<file path="config.mk">
export PLATFORM = sky130hd
export DESIGN_NAME = cbu_capture
export DESIGN_NICKNAME = d
export VERILOG_FILES = /design/src/rtl/cbu_capture.sv
export SDC_FILE = /design/constraint.sdc
export NUM_CORES = 1
export LEC_CHECK = 0
export BUFFER_PORTS_ARGS = -buffer_cell sky130_fd_sc_hd__buf_2
export CAP_MARGIN = 5
export CORE_AREA = 2 2 52 54
export CTS_BUF_LIST = sky130_fd_sc_hd__clkbuf_8
export DETAILED_ROUTE_END_ITERATION = 10
export DIE_AREA = 0 0 54 56
export GPL_ROUTABILITY_DRIVEN = 0
export HOLD_SLACK_MARGIN = 0.08
export PLACE_DENSITY = 0.73
export RECOVER_POWER = 50
export SYNTH_ARGS = -nofsm -noshare
export SYNTH_HDL_FRONTEND = slang
export SYNTH_SLANG_ARGS = --single-unit
</file>
<file path="constraint.sdc">
create_clock -name CLK -period 1.5 [get_ports CLK]
set_input_delay 0.075 -clock CLK [delete_from_list [all_inputs] [get_ports CLK]]
set_output_delay 0.075 -clock CLK [all_outputs]
set_load 0.01 [all_outputs]
</file>
<file path="src/rtl/cbu_capture.sv">
// cbu_capture: run controller and capture stage for a chain of cascaded
// 4-bit up-counter macros.
//
// Drives the chain's clear/enable/carry-in. Samples the chain's Q outputs
// on request or when a run ends, and presents each sample on a valid/ready
// port. Also tracks overflow and captures dropped on a busy port.
//
// Build option: define CBU_CAP_SAT_EN for saturating mode. The count then
// stops at all-ones and OVF is raised when all-ones is reached. When it is
// left undefined (the default), the count wraps and OVF follows CNT_CAO.
//
// Ports:
//   CLK      in   clock shared with the counter chain
//   CDN      in   asynchronous active-low reset
//   START    in   begin a new run (clear, then count)
//   STOP     in   end the current run and freeze the count
//   CAP      in   capture request during a run
//   CNT_Q    in   chain Q outputs, stage 0 in bits [3:0]
//   CNT_CAO  in   carry-out of the last stage
//   CNT_CD   out  clear to all stages
//   CNT_EN   out  enable to all stages
//   CNT_CAI  out  carry-in to stage 0
//   DATA     out  captured count
//   VALID    out  DATA holds an untransferred sample
//   READY    in   consumer accepts DATA
//   OVF      out  sticky overflow for the current run
//   LOST     out  sticky dropped-capture flag for the current run
//
// state | meaning
// IDLE  | after reset, chain held clear
// CLR   | one-cycle chain clear, sticky flags reset
// RUN   | chain counting, captures on CAP
// HOLD  | count frozen, final capture delivered once the slot frees

module cbu_capture #(
    parameter int NIB = 4
) (
    input  logic             CLK,
    input  logic             CDN,
    input  logic             START,
    input  logic             STOP,
    input  logic             CAP,
    input  logic [4*NIB-1:0] CNT_Q,
    input  logic             CNT_CAO,
    output logic             CNT_CD,
    output logic             CNT_EN,
    output logic             CNT_CAI,
    output logic [4*NIB-1:0] DATA,
    output logic             VALID,
    input  logic             READY,
    output logic             OVF,
    output logic             LOST
);

    typedef enum logic [1:0] {
        IDLE = 2'd0,
        CLR  = 2'd1,
        RUN  = 2'd2,
        HOLD = 2'd3
    } state_t;

    state_t state;
    logic   pending;
    logic   slot_free;
    logic   run_cap;
    logic   final_cap;
    logic   ovf_hit;

    // The slot can take a new sample if empty, or if it empties at this edge.
    assign slot_free = !VALID || READY;
    assign run_cap   = (state == RUN) && CAP && slot_free;
    assign final_cap = (state == HOLD) && pending && slot_free;

    assign CNT_CD  = (state == IDLE) || (state == CLR);
    assign CNT_CAI = (state == RUN);

`ifdef CBU_CAP_SAT_EN
    logic count_full;
    logic cao_unused;

    assign count_full = &CNT_Q;
    assign cao_unused = CNT_CAO;
    // Only the count value gates the enable; there is no path from CNT_CAO.
    assign CNT_EN  = (state == RUN) && !count_full;
    assign ovf_hit = (state == RUN) && count_full;
`else
    assign CNT_EN  = (state == RUN);
    assign ovf_hit = (state == RUN) && CNT_CAO;
`endif

    always_ff @(posedge CLK or negedge CDN) begin
        if (!CDN) begin
            state   <= IDLE;
            pending <= 1'b0;
            DATA    <= '0;
            VALID   <= 1'b0;
            OVF     <= 1'b0;
            LOST    <= 1'b0;
        end else begin
            case (state)
                IDLE:    if (START) state <= CLR;
                CLR:     state <= RUN;
                RUN: begin
                    if (START)     state <= CLR;
                    else if (STOP) state <= HOLD;
                end
                HOLD:    if (START) state <= CLR;
                default: state <= IDLE;
            endcase

            // A load at the same edge as a transfer keeps VALID high.
            if (run_cap || final_cap) begin
                DATA  <= CNT_Q;
                VALID <= 1'b1;
            end else if (READY) begin
                VALID <= 1'b0;
            end

            if (state == CLR) begin
                OVF     <= 1'b0;
                LOST    <= 1'b0;
                pending <= 1'b0;
            end else begin
                if (ovf_hit)
                    OVF <= 1'b1;
                if ((state == RUN) && CAP && !slot_free)
                    LOST <= 1'b1;
                // A restart wins over STOP, so no final capture is armed then.
                if ((state == RUN) && STOP && !START)
                    pending <= 1'b1;
                else if (final_cap)
                    pending <= 1'b0;
            end
        end
    end

endmodule

</file>
==> results.py <==
metrics = {
    "synthesis": {
        "syn_avg_cell_area_sq_um": 15.0,
        "synth_top_area_share_pct": 54.9,
        "ys_types": 20,
        "syn_inst": 67,
        "ys_seq_area_share_pct": 54.9,
        "syn_area_sq_um": 1000,
        "synth.top_cells.by_area": "dfrtp_1 55%, mux2_4 15%, ha_1 7.5%, mux2_2 6.7%, buf_12 2.0%",
        "ys_seq_elements": 22,
        "yosysWarnings": 0,
        "netlist.top_cell.by_area": "dfrtp_1",
        "syn-num-nets": 96,
    },
    "layout": {
        "mostFrequentLayoutCells": "40 x buf_2, 22 x dfrtp_1, 19 x dlygate4sd3_1",
        "final_net_count": 169,
        "area_delta_synth_final_pct": 57.5,
        "final_common_cell": "buf_2",
        "fin_util_pct": 65.0,
        "drive_gt1_share_pct": 55.8,
        "num_antenna_cells": 0,
    },
    "pwr": {
        "netSwitchingPower_uw": 971,
        "powerDensity_nw_per_um2": 1850,
        "p_total_mw": 2.92,
        "power_frac_seq_pct": 34.9,
        "power_frac_comb_pct": 53.3,
        "intPower_mw": 1.95,
        "ir_drop_mv": 1.27,
        "p_sw_share_pct": 33.2,
        "clock_power_share_pct": 11.8,
        "leakagePower_nw": 0.783,
    },
    "sta": {
        "setup_viol": 16,
        "worstMarginPinSlew_ps": 514,
        "grt_setup_unrepaired": "true",
        "post-route-period-util_pct": 104,
        "finalWorstSetupSlack_ps": -67.1,
        "relSlewSlack_pct": 65.7,
        "fin_skew_ps": 2.64,
        "final.setup.tns_ps": -706,
        "hold_ws_ps": 102,
        "finalMaxSlewViolations": 0,
        "min_period_ps": 1570,
        "fmax_mhz": 638,
        "hold_viol": 0,
    },
    "hold_path": {
        "worstHoldPathType": "input pin to flop",
        "holdPathEnd": "pending",
        "min-delay-start": "STOP",
        "hold_depth": 3,
    },
    "detailed_routing": {
        "vias": 764,
        "finalWirelength_microns": 2140,
        "first_pass_iters": 4,
        "drc": 0,
        "wire_per_inst_microns": 12.7,
        "drt-initial-drc-count": 3,
        "viasPerCell": 4.55,
        "ant_nets": 0,
    },
    "worst_setup_path": {
        "cp_max_fo": 10,
        "cp-start-kind": "flop",
        "crit_type": "flop to flop",
        "endpoint_kind": "flop",
        "r2r-start": "state[1]",
        "reg2regPathDepth": 6,
        "crit_slowest_cell": "dfrtp_1",
        "r2r-end": "DATA[8]",
        "cp.arrival_ps": 1700,
        "worstPathRequired_ps": 1640,
        "critPathMaxStageDelay_ps": 410,
        "reg2reg_slack_ps": -70,
        "worstPathCellList": "buf_6, ha_4, a22oi_2, nor2_4, buf_12, mux2_4",
    },
    "cts": {
        "clk_pin_slew_ps": 70,
        "numClockSinks": 22,
        "cts_tree": "built",
        "cts_buffers": 3,
        "clockBufferDepth": 2,
        "cts.root.buffer_cell": "clkbuf_8",
        "htreeDepth": 1,
        "clock_latency_ps": 250,
    },
    "grt": {
        "track_usage_pct": 14.5,
        "first_global_vias": 778,
        "grt_max_degree": 23,
        "grt_first_pass_wirelength_microns": 3220,
        "grt_overflow": 0,
        "antenna_found_initial": 0,
    },
    "die": {
        "die_x_microns": 54,
        "rows": 18,
        "dieArea_sq_um": 3020,
        "initial_core_util_pct": 41.3,
        "die_h_microns": 56,
        "coreArea_sq_um": 2430,
        "pin_count": 45,
    },
    "run_status": {
        "violations": "setup timing",
        "status": "finished, violations left",
    },
    "flow_run": {
        "maxCapViolCount": 0,
    },
    "placed_design": {
        "dp_hpwl_microns": 1500,
        "portBuffers": 44,
    },
}
worst max path at each step:
stage	slack (ps)	end	start	depth (start not counted)
after floorplan	-10	DATA[10]	state[0]	6
after global placement	20	DATA[11]	state[1]	5
after detailed placement	3	DATA[10]	state[1]	5
after CTS	-60	DATA[10]	state[1]	6
after global routing	-140	DATA[10]	state[1]	6
final	-70	DATA[8]	state[1]	6
area by class of cell:
type                            instances  area (sq um)
Sequential cell                        22           551
Fill cell                             182           852
Tap cell                               30          37.5
Inverter                                3          11.3
Multi-Input combinational cell         40           449
Timing Repair Buffer                   70           490
Clock buffer                            3          41.3
through the flow:
step,cells,setup slack [ps],area [sq um]
final,168,-67.1,1580
after detailed placement,144,3.04,1300
after global routing,168,-144,1580
after floorplan,67,-13.1,1020
after global placement,144,15.2,1300
after CTS,167,-58.6,1560
cells in the mapped netlist:
library cell	count
nor2_4	1
or2b_1	2
buf_4	1
ha_1	6
a31oi_1	1
o21ai_0	2
mux2_2	6
or2_2	1
o211ai_1	1
buf_12	1
nand3b_1	1
nand2_1	1
a22oi_2	1
inv_1	3
mux2_4	10
mux2i_1	1
dfrtp_1	22
nor2_1	2
nor2b_2	1
a21oi_1	3
kinds of logic (layout without fill, tap and decap cells):
logic type,after synthesis,count (layout),share of synthesized area [%]
DFF,22,22,54.9
AOI/OAI and AO/OA,8,8,5.11
buffers and inverters,5,76,3.87
adders and majority gates,6,6,7.48
and+or+nand+nor,9,9,5.99
muxes,17,17,22.7
critical path, delay by kind of cell (launching register included):
family	cells	cell delay [ps]
flops	1	410
mux	1	300
buf+inv	2	280
compound gates	1	210
fa+ha+maj	1	160
simple gates	1	80
routing by layer:
layer	global-route usage, %	share of wire (%)	wire [microns]	up-vias
met5	0	0	0	-
met4	5.36	0.37	8	0
met3	3.49	7.5	161	2
met2	26.0	51	1100	29
met1	15.7	41	873	363
li1	-	-	-	370
power groups by stage:
stage	Combinational [mW]	Sequential, mW	Clock (mW)
5_1_grt	1.68	1.06	0.380
3_3_place_gp	1.34	1.02	0
6_report	1.56	1.02	0.344
2_1_floorplan	0.751	1.16	0
3_5_place_dp	1.37	1.03	0
4_1_cts	1.49	1.02	0.356
state kept, by name, indices dropped and copies added, names as in the netlist:
register	flops
OVF	1
VALID	1
DATA	16
pending	1
state	2
LOST	1
repair_timing:
action	in CTS	in global routing
hold buffers	19	0
setup buffers	1	1
setup endpoints to repair	12	18
resized for setup	4	6
endpoints found under the hold margin	40	0
(Power assumes the default switching activity.)
